--- config.mk ---
export PLATFORM = sky130hd
export DESIGN_NAME = predecode
export DESIGN_NICKNAME = d
export VERILOG_FILES = /design/src/rtl/predecode_pkg.sv /design/src/rtl/predecode_branch.sv /design/src/rtl/predecode.sv
export SDC_FILE = /design/constraint.sdc
export NUM_CORES = 1
export LEC_CHECK = 0
export CORE_MARGIN = 4
export CORE_UTILIZATION = 45
export DETAILED_ROUTE_END_ITERATION = 10
export PLACE_DENSITY = 0.7
export SYNTH_ARGS = -nofsm -noshare
export SYNTH_HDL_FRONTEND = slang
export SYNTH_HIERARCHICAL = 1
export SYNTH_SLANG_ARGS = --single-unit
--- constraint.sdc ---
create_clock -name clk -period 16.59 [get_ports clk]
set_clock_uncertainty 0.1 [all_clocks]
set_input_delay 1.659 -clock clk [delete_from_list [all_inputs] [get_ports clk]]
set_output_delay 1.659 -clock clk [all_outputs]
set_load 0.01 [all_outputs]
--- src/rtl/predecode_pkg.sv ---
// predecode_pkg: shared widths, opcode constants and the queue entry layout
// for the pre-decode stage.
//
// Contents:
//   FPD_BUS_WID / PDD_BUS_WID / PREDICT_BUS_WID  bus widths (75 / 107 / 33)
//   OP_*                                         inst[31:26] major opcodes
//   pd_entry_t                                   one queue entry; its bit
//                                                layout is exactly pDD_BUS
//
// Configuration macro: PREDECODE_BTFN_EN (consumed by predecode_branch).
package predecode_pkg;

  localparam int FPD_BUS_WID     = 75;
  localparam int PDD_BUS_WID     = 107;
  localparam int PREDICT_BUS_WID = 33;

  localparam logic [5:0] OP_JIRL = 6'b010011;
  localparam logic [5:0] OP_B    = 6'b010100;
  localparam logic [5:0] OP_BL   = 6'b010101;
  localparam logic [5:0] OP_BEQ  = 6'b010110;
  localparam logic [5:0] OP_BNE  = 6'b010111;
  localparam logic [5:0] OP_BLT  = 6'b011000;
  localparam logic [5:0] OP_BGE  = 6'b011001;
  localparam logic [5:0] OP_BLTU = 6'b011010;
  localparam logic [5:0] OP_BGEU = 6'b011011;

  // Field order matches pDD_BUS so the head entry drives the bus directly.
  typedef struct packed {
    logic [31:0] pc;
    logic [31:0] inst;
    logic        pred_taken;
    logic [31:0] pred_target;
    logic        ex;
    logic [7:0]  ecode;
    logic        esubcode;
  } pd_entry_t;

endpackage

--- src/rtl/predecode_branch.sv ---
// predecode_branch: combinational static predictor for direct branches.
// Reusable by Decode to re-derive the prediction for verification.
//
// Ports:
//   inst       in  32  instruction word
//   pc         in  32  instruction address
//   is_br      out  1  B, BL or a conditional branch (JIRL excluded)
//   pred_taken out  1  static prediction (ex gating is the caller's job)
//   target     out 32  pc + sign-extended word offset, modulo 2^32
//
// Configuration macro: PREDECODE_BTFN_EN -- when defined, backward
// conditional branches are predicted taken; otherwise only B/BL are.
module predecode_branch
  import predecode_pkg::*;
(
  input  logic [31:0] inst,
  input  logic [31:0] pc,
  output logic        is_br,
  output logic        pred_taken,
  output logic [31:0] target
);

  logic [5:0]  op;
  logic [25:0] offs26;
  logic [15:0] offs16;
  logic        is_b;
  logic        is_cond;

  assign op      = inst[31:26];
  assign offs26  = {inst[9:0], inst[25:10]};
  assign offs16  = inst[25:10];
  assign is_b    = (op == OP_B) || (op == OP_BL);
  assign is_cond = (op >= OP_BEQ) && (op <= OP_BGEU);
  assign is_br   = is_b | is_cond;

  // Offsets are in words; wrap past 2^32 is intended.
  assign target = pc + (is_b ? {{4{offs26[25]}}, offs26, 2'b00}
                             : {{14{offs16[15]}}, offs16, 2'b00});

`ifdef PREDECODE_BTFN_EN
  assign pred_taken = is_b | (is_cond & offs16[15]);
`else
  assign pred_taken = is_b;
`endif

endmodule

--- src/rtl/predecode.sv ---
// predecode: pre-decode stage between Fetch and Decode. Buffers fetched
// instructions in an in-order circular queue, statically predicts direct
// branches at the queue head and redirects Fetch through predict_BUS.
//
// Ports:
//   clk, rstn     clock, synchronous active-low reset
//   FpD_valid     in   Fetch presents an instruction
//   FpD_BUS       in   {pc, inst, pc_en (unused), ex, ecode, esubcode}
//   pD_allowin    out  queue can take an instruction this cycle
//   predict_BUS   out  {predict_taken, predict_target}, one-cycle pulse
//   br_taken_D/E, ex_en, ertn_flush  in  flush sources
//   D_allowin     in   Decode accepts
//   pDD_valid     out  head entry offered to Decode
//   pDD_BUS       out  {pc, inst, pred_taken, pred_target, ex, ecode, esubcode}
//
// Handshake: a transfer happens on a clock edge where the producer's valid
// and the consumer's allowin are both 1; valid never depends on allowin.
//
// Configuration macro: PREDECODE_BTFN_EN (see predecode_branch).
module predecode
  import predecode_pkg::*;
#(
  parameter int DEPTH = 2,
  parameter int FPD_W = FPD_BUS_WID,
  parameter int PDD_W = PDD_BUS_WID
) (
  input  logic                       clk,
  input  logic                       rstn,
  input  logic                       FpD_valid,
  input  logic [FPD_W-1:0]           FpD_BUS,
  output logic                       pD_allowin,
  output logic [PREDICT_BUS_WID-1:0] predict_BUS,
  input  logic                       br_taken_D,
  input  logic                       br_taken_E,
  input  logic                       ex_en,
  input  logic                       ertn_flush,
  input  logic                       D_allowin,
  output logic                       pDD_valid,
  output logic [PDD_W-1:0]           pDD_BUS
);

  localparam int PTR_W = $clog2(DEPTH);
  localparam int CNT_W = PTR_W + 1;

  pd_entry_t        q [DEPTH];
  logic [DEPTH-1:0] q_valid;
  logic [DEPTH-1:0] q_eval;   // head has been through its prediction cycle
  logic [PTR_W-1:0] head;
  logic [PTR_W-1:0] tail;
  logic [CNT_W-1:0] count;

  logic        flush;
  logic        do_eval;
  logic        do_predict;
  logic        do_pop;
  logic        do_push;
  logic        br_is;
  logic        br_taken;
  logic [31:0] br_target;
  logic        pc_en_unused;

  assign pc_en_unused = FpD_BUS[10];

  predecode_branch u_branch (
    .inst       (q[head].inst),
    .pc         (q[head].pc),
    .is_br      (br_is),
    .pred_taken (br_taken),
    .target     (br_target)
  );

  assign flush      = br_taken_D | br_taken_E | ex_en | ertn_flush;
  assign do_eval    = q_valid[head] & ~q_eval[head] & ~flush;
  assign do_predict = do_eval & br_is & br_taken & ~q[head].ex;
  assign pDD_valid  = q_valid[head] & q_eval[head] & ~flush;
  assign do_pop     = pDD_valid & D_allowin;
  assign pD_allowin = (count < CNT_W'(DEPTH)) |
                      ((count == CNT_W'(DEPTH)) & do_pop);
  // A push in a prediction cycle would be wrong-path; Fetch already holds
  // FpD_valid low then, this just keeps the queue consistent if it doesn't.
  assign do_push    = FpD_valid & pD_allowin & ~flush & ~do_predict;

  assign predict_BUS = {do_predict, do_predict ? br_target : 32'h0};
  assign pDD_BUS     = q[head];

  always_ff @(posedge clk) begin
    if (!rstn) begin
      head    <= '0;
      tail    <= '0;
      count   <= '0;
      q_valid <= '0;
      q_eval  <= '0;
      for (int i = 0; i < DEPTH; i++) q[i] <= '0;
    end else if (flush) begin
      head    <= '0;
      tail    <= '0;
      count   <= '0;
      q_valid <= '0;
      q_eval  <= '0;
    end else begin
      if (do_pop) begin
        q_valid[head] <= 1'b0;
        head          <= head + PTR_W'(1);
      end
      if (do_predict) begin
        q_eval[head]         <= 1'b1;
        q[head].pred_taken   <= 1'b1;
        q[head].pred_target  <= br_target;
        // Everything behind a taken branch was fetched down the wrong path.
        for (int i = 0; i < DEPTH; i++)
          if (PTR_W'(i) != head) q_valid[i] <= 1'b0;
        tail  <= head + PTR_W'(1);
        count <= CNT_W'(1);
      end else begin
        if (do_eval) begin
          q_eval[head]        <= 1'b1;
          q[head].pred_taken  <= 1'b0;
          q[head].pred_target <= 32'h0;
        end
        count <= count + CNT_W'(do_push) - CNT_W'(do_pop);
      end
      // Placed after the pop so a full-queue pop+push on the same slot keeps
      // the new entry valid.
      if (do_push) begin
        q[tail].pc          <= FpD_BUS[74:43];
        q[tail].inst        <= FpD_BUS[42:11];
        q[tail].ex          <= FpD_BUS[9];
        q[tail].ecode       <= FpD_BUS[8:1];
        q[tail].esubcode    <= FpD_BUS[0];
        q[tail].pred_taken  <= 1'b0;
        q[tail].pred_target <= 32'h0;
        q_valid[tail]       <= 1'b1;
        q_eval[tail]        <= 1'b0;
        tail                <= tail + PTR_W'(1);
      end
    end
  end

endmodule

==> impl_metrics.ini, run 1 <==
[die]
dieArea_sq_um = 30000
core-area_sq_um = 26900
die_w_um = 173
initial_core_util = 0.457
io_pins = 225
die_y_um = 173
rows = 60

[synth]
async_flop_share = 0
synth_seq_area_share = 0.485
synth_cells = 1131
synth-edff-count = 148
ys_ff_latch = 223
synthDistinctLibCells = 78
synth_fp_nets = 1248
synth_warnings = 6
syn_area_sq_um = 12300
synth.avg_cell_area_sq_um = 10.8
synth_ff_type = edfxtp_1

[clocking]
postCtsSetupRepairBufs = 0
clock_latency_ps = 520
cts_tree = done
cts-root-buf = clkbuf_16
clock-sinks = 223
cts_buffer_depth = 3
cts_buffers = 26
ctsHtreeMaxLevel = 1
cts_hold_buf = 0
cts_resized = 0
clkTransAtPathRegs_ps = 60

[timing]
hold-worst-slack_ps = 352
setup_tns_ps = 0
worst_slack_ps = 7990
final-setup-viol-count = 0
worstMarginPinSlew_ps = 1220
rsz0062_at_grt = no
finalHoldViolations = 0
drv_slew = 0
max_slew_margin = 0.190
period_needed_ps = 8600
fmax_mhz = 116
fin_crit_sh = 0.518

[grt]
grt_max_degree = 80
grt_pass1_vias = 9070
grt-ovfl-total = 0
grt_usage = 0.207
antenna_found_initial = 0
grt_first_pass_wirelength_um = 50600

[setup_path]
critPathMaxFanout = 42
r2r_cells = 14
arrival_ps = 6840
slowest_delay_ps = 900
cp_cell_sequence = buf_4, mux2_2, nor4b_2, nor2b_1, a21o_1, ha_1, a21o_1, a21o_1, a21oi_1, mux2i_1, o41ai_1, nor4_1, and3_1, clkdlybuf4s50_1
path_class = flop to output port
critPathRequiredTime_ps = 14830
path_common_cell = a21o_1
cp_slowest_cell = nor4b_2
cp-start-kind = flop
worst_setup_path_end_kind = output port

[run]
drv_cap = 0

[layout]
num-nets-final = 1425
syn_to_final_growth_pct = 25.4
multi_input_area_sq_um = 5840
n_fill_cell = 2320
drive_above_1_share = 0.142
seq_area_sq_um = 5950
antenna_cells = 0
final_cells = 1662

[placement]
io_buffers = 223
place_ws_ps = 8520
place_congestion = 0.877
dp_cells = 1621
dp_hpwl_um = 22100

[worst_hold_path]
hp-class = flop to flop
worst_hold_path.num_cells = 2
worstHoldStart = q[1][27]

[routing]
viasPerCell = 5.66
drt_first_pass_iters = 5
drc_errors = 0
drt_iter0_markers = 536
ant_nets = 0
wl_per_cell_um = 19.6
routed_wl_um = 32500
vias = 9407

[outcome]
status = completed

[power]
power-per-cell-area_nw_per_um2 = 80.2
irDropWorstVdd_mv = 0.0799
p_leak_nw = 6.04
==> routing by layer <==
layer | vias up | track usage | part of all wire
met5 | - | 0 | 0
met4 | 0 | 0.0575 | 0.027
met3 | 49 | 0.0383 | 0.062
met2 | 306 | 0.336 | 0.47
met1 | 4560 | 0.287 | 0.44
li1 | 4492 | - | -
==> sequential cells by signal, summed over array words and instances (netlist names), named ones only <==
signal,flops
q_valid,2
count,2
head,1
q,214
tail,1
q_eval,2
==> power breakdown <==
part	total [mW]	leakage [nW]	switching [mW]	internal (mW)
sequential	0.606	2.15	0.00286	0.603
combinational	0.103	3.51	0.0554	0.0472
clock	0.524	0.381	0.212	0.313
total	1.23	6.04	0.270	0.963
==> kinds of logic after synthesis <==
kind of cell | Yosys count | share of synthesized area
adders and majority gates | 34 | 0.0353
and+or+nand+nor | 432 | 0.207
xor gates and xnor gates | 28 | 0.0200
AOI/OAI and AO/OA | 198 | 0.107
DFF | 223 | 0.485
muxes | 113 | 0.103
buffers and inverters | 103 | 0.0424
==> critical path: cells and delay by family, from the launching register on <==
family,cells,cell delay [ps]
adder cells (fa/ha/maj),1,440
flip-flops,1,690
AND/OR/NAND/NOR,4,2210
AO/OA/AOI/OAI,5,1110
buffers and inverters,2,1140
multiplexers,2,660
==> layout by cell type (no fill, tap or decap), drive strengths merged, types with 6 or more instances in the layout <==
master	netlist	layout
inv	14	15
a21o	30	30
buf	27	15
xor2	13	13
a211oi	7	7
clkbuf	62	33
a31oi	8	8
xnor2	15	15
dfxtp	75	75
o211ai	10	10
o21ai	13	13
nand4	39	39
a21oi	91	91
nand2b	6	6
mux2	109	109
nand3	11	11
nand2	84	84
and2	157	157
edfxtp	148	148
clkinv	0	6
nor2	29	29
nand4b	32	32
and3	43	43
clkdlybuf4s50	0	223
ha	33	33
==> synth_stat cells (all sizes together), types with 4 or more instances <==
| cell | instances | share of area |
|---|---|---|
| a211oi | 7 | 0.0071 |
| a21o | 30 | 0.019 |
| a21oi | 91 | 0.037 |
| a31oi | 8 | 0.0041 |
| and2 | 157 | 0.080 |
| and3 | 43 | 0.023 |
| buf | 27 | 0.018 |
| clkbuf | 62 | 0.020 |
| dfxtp | 75 | 0.12 |
| edfxtp | 148 | 0.36 |
| ha | 33 | 0.034 |
| inv | 14 | 0.0043 |
| mux2 | 109 | 0.10 |
| mux2i | 4 | 0.0033 |
| nand2 | 84 | 0.026 |
| nand2b | 6 | 0.0031 |
| nand3 | 11 | 0.0049 |
| nand4 | 39 | 0.020 |
| nand4b | 32 | 0.023 |
| nor2 | 29 | 0.0089 |
| nor2b | 4 | 0.0020 |
| nor3 | 5 | 0.0020 |
| o211ai | 10 | 0.0065 |
| o21ai | 13 | 0.0053 |
| o31a | 5 | 0.0043 |
| o31ai | 5 | 0.0031 |
| xnor2 | 15 | 0.011 |
| xor2 | 13 | 0.0093 |
==> stage by stage <==
| stage | area, sq um | power [mW] | util |
|---|---|---|---|
| 4_1_cts | 15400 | 1.25 | 0.572 |
| 3_3_place_gp | 14600 | 0.719 | 0.544 |
| 6_report | 15400 | 1.23 | 0.572 |
| 2_1_floorplan | 12300 | 0.671 | - |
| 3_5_place_dp | 14600 | 0.720 | 0.544 |
| 5_1_grt | 15400 | 1.28 | 0.572 |
==> area by class of cell <==
| type | instances | area share |
|---|---|---|
| flip-flops and latches | 223 | 0.387 |
| clock inverters | 8 | 0.00423 |
| repair buffers | 238 | 0.152 |
| clock buffers | 33 | 0.0460 |
| well taps | 341 | 0.0277 |
| multi-input cells | 805 | 0.379 |
| inverters | 14 | 0.00342 |
==> path summary, 6_finish.rpt <==
| check | to | slack, ps |
|---|---|---|
| setup / recovery | predict_BUS[30] | 7990 |
| hold reg to reg | q[1][27] | 350 |
| hold / removal | q[1][27] | 350 |
| setup reg to reg | q[1][40] | 10570 |
Note: power is estimated with default switching activity, not from simulation.
==> run 2, diff against run 1 <==
Clock period 16.59 ns to 9 ns, I/O delays scaled along.
==> run 2 against run 1 <==
Net effect:
- combinational power up 83%
- core utilization up 0.30 points
- total power up 90%
- clock power up 97%
- via count down 1.3%
- routed wire length up 0.91%
- critical path type unchanged
- largest power group unchanged
==> impl_metrics.ini, run 2 (synthesized netlist as in run 1, its figures left out) <==
[outcome]
status = completed

[timing]
worst_slack_ps = 2050
rsz0062_at_grt = no
max_slew_margin = 0.247
worstMarginPinSlew_ps = 1130
setup_tns_ps = 0
finalHoldViolations = 0
drv_slew = 0
fin_crit_sh = 0.773
fmax_mhz = 144
period_needed_ps = 6950
final-setup-viol-count = 0

[die]
core-area_sq_um = 26900
die_y_um = 173
die_w_um = 173
io_pins = 225
initial_core_util = 0.457
dieArea_sq_um = 30000
rows = 60

[grt]
grt_usage = 0.209
antenna_found_initial = 2
grt_first_pass_wirelength_um = 51100
grt_pass1_vias = 9157
grt_max_degree = 94
grt-ovfl-total = 0

[clocking]
postCtsSetupRepairBufs = 0
cts_buffer_depth = 3
clock-sinks = 223
ctsHtreeMaxLevel = 1
cts-root-buf = clkbuf_16
cts_hold_buf = 0
cts_tree = done
cts_buffers = 26
clkTransAtPathRegs_ps = 60
cts_resized = 0
clock_latency_ps = 520

[setup_path]
worst_setup_path_end_kind = output port
cp_slowest_cell = nor4b_2
cp-start-kind = flop
path_common_cell = a21o_1
crit_buf_inv = 1
critPathMaxFanout = 12
r2r_cells = 14
path_delay_family = simple AND/OR/NAND/NOR gates
arrival_ps = 5950
reg2reg_slack_ps = 3910
cp_cell_sequence = mux2_2, nand2b_1, nor4b_2, nor2b_1, a21o_1, ha_1, a21o_1, a21o_1, a21oi_1, mux2i_1, o41ai_1, nor4_1, and3_1, clkdlybuf4s50_1
crit_cells = 14
path_class = flop to output port
slowest_delay_ps = 880
critPathRequiredTime_ps = 8000

[placement]
dp_hpwl_um = 22200
io_buffers = 223
place_ws_ps = 2620
dpl-instance-area_sq_um = 14600
place_congestion = 0.885
dp_cells = 1621

[layout]
fin_area_sq_um = 15500
mostFrequentLayoutCell = clkdlybuf4s50_1
top_register = q
final_cell_mix = 223 x clkdlybuf4s50_1, 154 x and2_1, 148 x edfxtp_1
final_cells = 1671
syn_to_final_growth_pct = 26.1
num-nets-final = 1425
n_fill_cell = 2313
drive_above_1_share = 0.147
largest_register_ffs = 214

[routing]
viasPerCell = 5.56
routed_wl_um = 32800
ant_nets = 0
drt_iter0_markers = 604
vias = 9284
drc_errors = 0
wl_per_cell_um = 19.7
drt_first_pass_iters = 5

[worst_hold_path]
hp-class = flop to flop
worst_hold_path.num_cells = 2

[power]
power-per-cell-area_nw_per_um2 = 151
irDropWorstVdd_mv = 0.107
p_leak_nw = 6.07

[run]
drv_cap = 0
==> run 2: cell types whose count changed in the layout (fill, tap and decap cells not counted) <==
cell,before,now
clkinvlp_2,0,3
inv_6,1,0
clkbuf_8,1,2
bufinv_16,1,2
clkinv_2,3,1
clkbuf_4,0,1
inv_4,0,2
clkinvlp_4,0,1
clkinv_4,0,1
diode_2,0,2
==> run 2: final cells by class <==
cell class                 instances  area, sq um  share of cell area
antenna                            2         5.00            0.000324
timing repair buffer             238         2340               0.152
clock inverter                    13          120             0.00777
clock buffer                      35          729              0.0472
inverter                          14         52.6             0.00340
sequential                       223         5950               0.385
multi-input combinational        805         5840               0.377
tap                              341          427              0.0276
==> run 2: where the power goes <==
group,internal (mW),leakage (nW),switching (mW)
Combinational,0.0865,3.51,0.102
Sequential,1.11,2.15,0.00524
Clock,0.625,0.408,0.410
Total,1.82,6.07,0.517
==> run 2: worst paths after layout <==
kind                            startpoint               to
worst max-delay path                  flop  predict_BUS[30]
worst min-delay path              q[1][27]         q[1][27]
worst max register to register        flop         q[1][40]
worst min register to register    q[1][27]         q[1][27]
==> run 2: worst register-to-register path, cell delays in order (launching register included) <==
cell and delay, ps:
dfxtp_4 420, mux2_2 370, nand2b_1 190, nor4b_2 880
nor2b_1 350, a21o_1 350, ha_1 440, a21o_1 210
a21o_1 170, a21oi_1 300, mux2i_1 220, o41ai_1 80
nor4_1 610, nand4_1 160, a21oi_1 160
==> run 2: layer usage <==
layer / routed length, um / part of all wire / up-vias / global-route usage
li1: - / - / 4495 / -
met5: 0 / 0 / - / 0
met2: 15400 / 0.47 / 276 / 0.342
met1: 14900 / 0.45 / 4472 / 0.291
met3: 1840 / 0.056 / 41 / 0.0343
met4: 729 / 0.022 / 0 / 0.0569
==> run 2: per-stage QoR <==
stage | utilization | total power [mW] | hold slack [ps]
floorplan | - | 1.24 | 330
global placement | 0.544 | 1.32 | 338
detailed placement | 0.544 | 1.33 | 345
CTS | 0.575 | 2.36 | 353
global route | 0.575 | 2.42 | 368
finish | 0.575 | 2.34 | 353
==> run 3, diff against run 2 <==
Clock period 9 ns to 6.8 ns, I/O delays scaled along.
==> run 3 against run 2 <==
Net effect:
- non-clock buffer count did not move
- cell area decreased by 0.66%
- setup slack worse by 1500 ps
- critical path type unchanged
- largest power group unchanged
- highest routed layer unchanged
==> impl_metrics.ini, run 3 (synthesized netlist as in run 1, its figures left out) <==
[outcome]
status = completed

[die]
core-area_sq_um = 26900
initial_core_util = 0.457
rows = 60
die_y_um = 173
dieArea_sq_um = 30000
die_w_um = 173
io_pins = 225

[setup_path]
reg2reg_slack_ps = 2240
path_delay_family = simple AND/OR/NAND/NOR gates
path_class = flop to output port
crit_buf_inv = 2
slowest_delay_ps = 590
cp_slowest_cell = nor4_1
critPathMaxFanout = 15
arrival_ps = 5430
cp-start-kind = flop
path_common_cell = a21o_1
critPathRequiredTime_ps = 6020
worst_setup_path_end_kind = output port
cp_cell_sequence = mux2_2, nand2b_1, nor4b_2, buf_4, nor2b_1, a21o_1, ha_1, a21o_1, a21o_1, a21oi_1, mux2i_1, o41ai_1, nor4_1, and3_1, clkdlybuf4s50_1

[routing]
drt_first_pass_iters = 5
vias = 9341
drt_iter0_markers = 805
viasPerCell = 5.61
ant_nets = 0
routed_wl_um = 33000
drc_errors = 0
wl_per_cell_um = 19.8

[placement]
dp_hpwl_um = 22100
dpl-instance-area_sq_um = 14600
dp_cells = 1621
io_buffers = 223
place_congestion = 0.880
place_ws_ps = 1150

[clocking]
cts_buffer_depth = 3
cts_resized = 0
cts_tree = done
clock_latency_ps = 520
postCtsSetupRepairBufs = 0
clock-sinks = 223
cts-root-buf = clkbuf_16
clkTransAtPathRegs_ps = 60
cts_buffers = 25
cts_hold_buf = 0
ctsHtreeMaxLevel = 1

[grt]
grt_first_pass_wirelength_um = 51900
grt_pass1_vias = 9204
grt_max_degree = 108
grt_usage = 0.212
grt-ovfl-total = 0
antenna_found_initial = 0

[layout]
antenna_cells = 0
largest_register_ffs = 214
post-route-util = 0.572
top_register = q
num-nets-final = 1424
mostFrequentLayoutCell = clkdlybuf4s50_1
syn_to_final_growth_pct = 25.2
fin_area_sq_um = 15400
drive_above_1_share = 0.142
final_cell_mix = 223 x clkdlybuf4s50_1, 154 x and2_1, 148 x edfxtp_1
final_cells = 1665
n_fill_cell = 2325

[timing]
period_needed_ps = 6210
finalHoldViolations = 0
max_slew_margin = 0.192
drv_slew = 0
hold-worst-slack_ps = 351
setup_tns_ps = 0
fmax_mhz = 161
worstMarginPinSlew_ps = 1210
final-setup-viol-count = 0
rsz0062_at_grt = no
worst_slack_ps = 585
fin_crit_sh = 0.914

[run]
drv_cap = 0

[power]
p_leak_nw = 6.03
power-per-cell-area_nw_per_um2 = 193
irDropWorstVdd_mv = 0.164
finalPower_mw = 2.97

[worst_hold_path]
hp-class = flop to flop
run 3: changes by cell type in the layout (fill, tap and decap cells not counted), sizes merged:
cell	change
clkinvlp	-4
clkinv	+5
clkbuf	-3
diode	-2
bufinv	-2
run 3: worst register-to-register path: stages, from the launching register on:
cell	delay, ps
dfxtp_4	470
mux2_2	380
nand2b_1	190
nor4b_2	330
buf_4	230
nor2b_1	150
a21o_1	280
ha_1	440
a21o_1	210
a21o_1	180
a21oi_1	290
mux2i_1	230
o41ai_1	90
nor4_1	590
nand4_1	160
a21oi_1	160
run 3: final timing paths:
kind / from / cells after the start / to
hold reg to reg: q[1][36] / 2 / q[1][36]
hold / removal: q[1][36] / 2 / q[1][36]
setup / recovery: flop / 15 / predict_BUS[30]
setup reg to reg: flop / 15 / q[1][40]
run 3: metal layers:
| metal | up-vias | wire, um | track usage |
|---|---|---|---|
| met5 | - | 0 | 0 |
| met4 | 0 | 814 | 0.0555 |
| met3 | 48 | 1730 | 0.0363 |
| met2 | 275 | 15800 | 0.347 |
| met1 | 4518 | 14700 | 0.295 |
| li1 | 4500 | - | - |
run 3: report_power, final:
group | internal (mW) | switching (mW) | total, mW
registers | 1.47 | 0.00697 | 1.48
clock network | 0.706 | 0.534 | 1.24
logic | 0.115 | 0.137 | 0.252
total | 2.29 | 0.678 | 2.97
run 3: area by class of cell:
cell class	instances	area, sq um	share of cell area
Multi-Input combinational cell	805	5840	0.380
Timing Repair Buffer	238	2360	0.153
Inverter	14	52.6	0.00342
Clock buffer	32	683	0.0445
Tap cell	341	427	0.0278
Clock inverter	12	58.8	0.00383
Sequential cell	223	5950	0.387
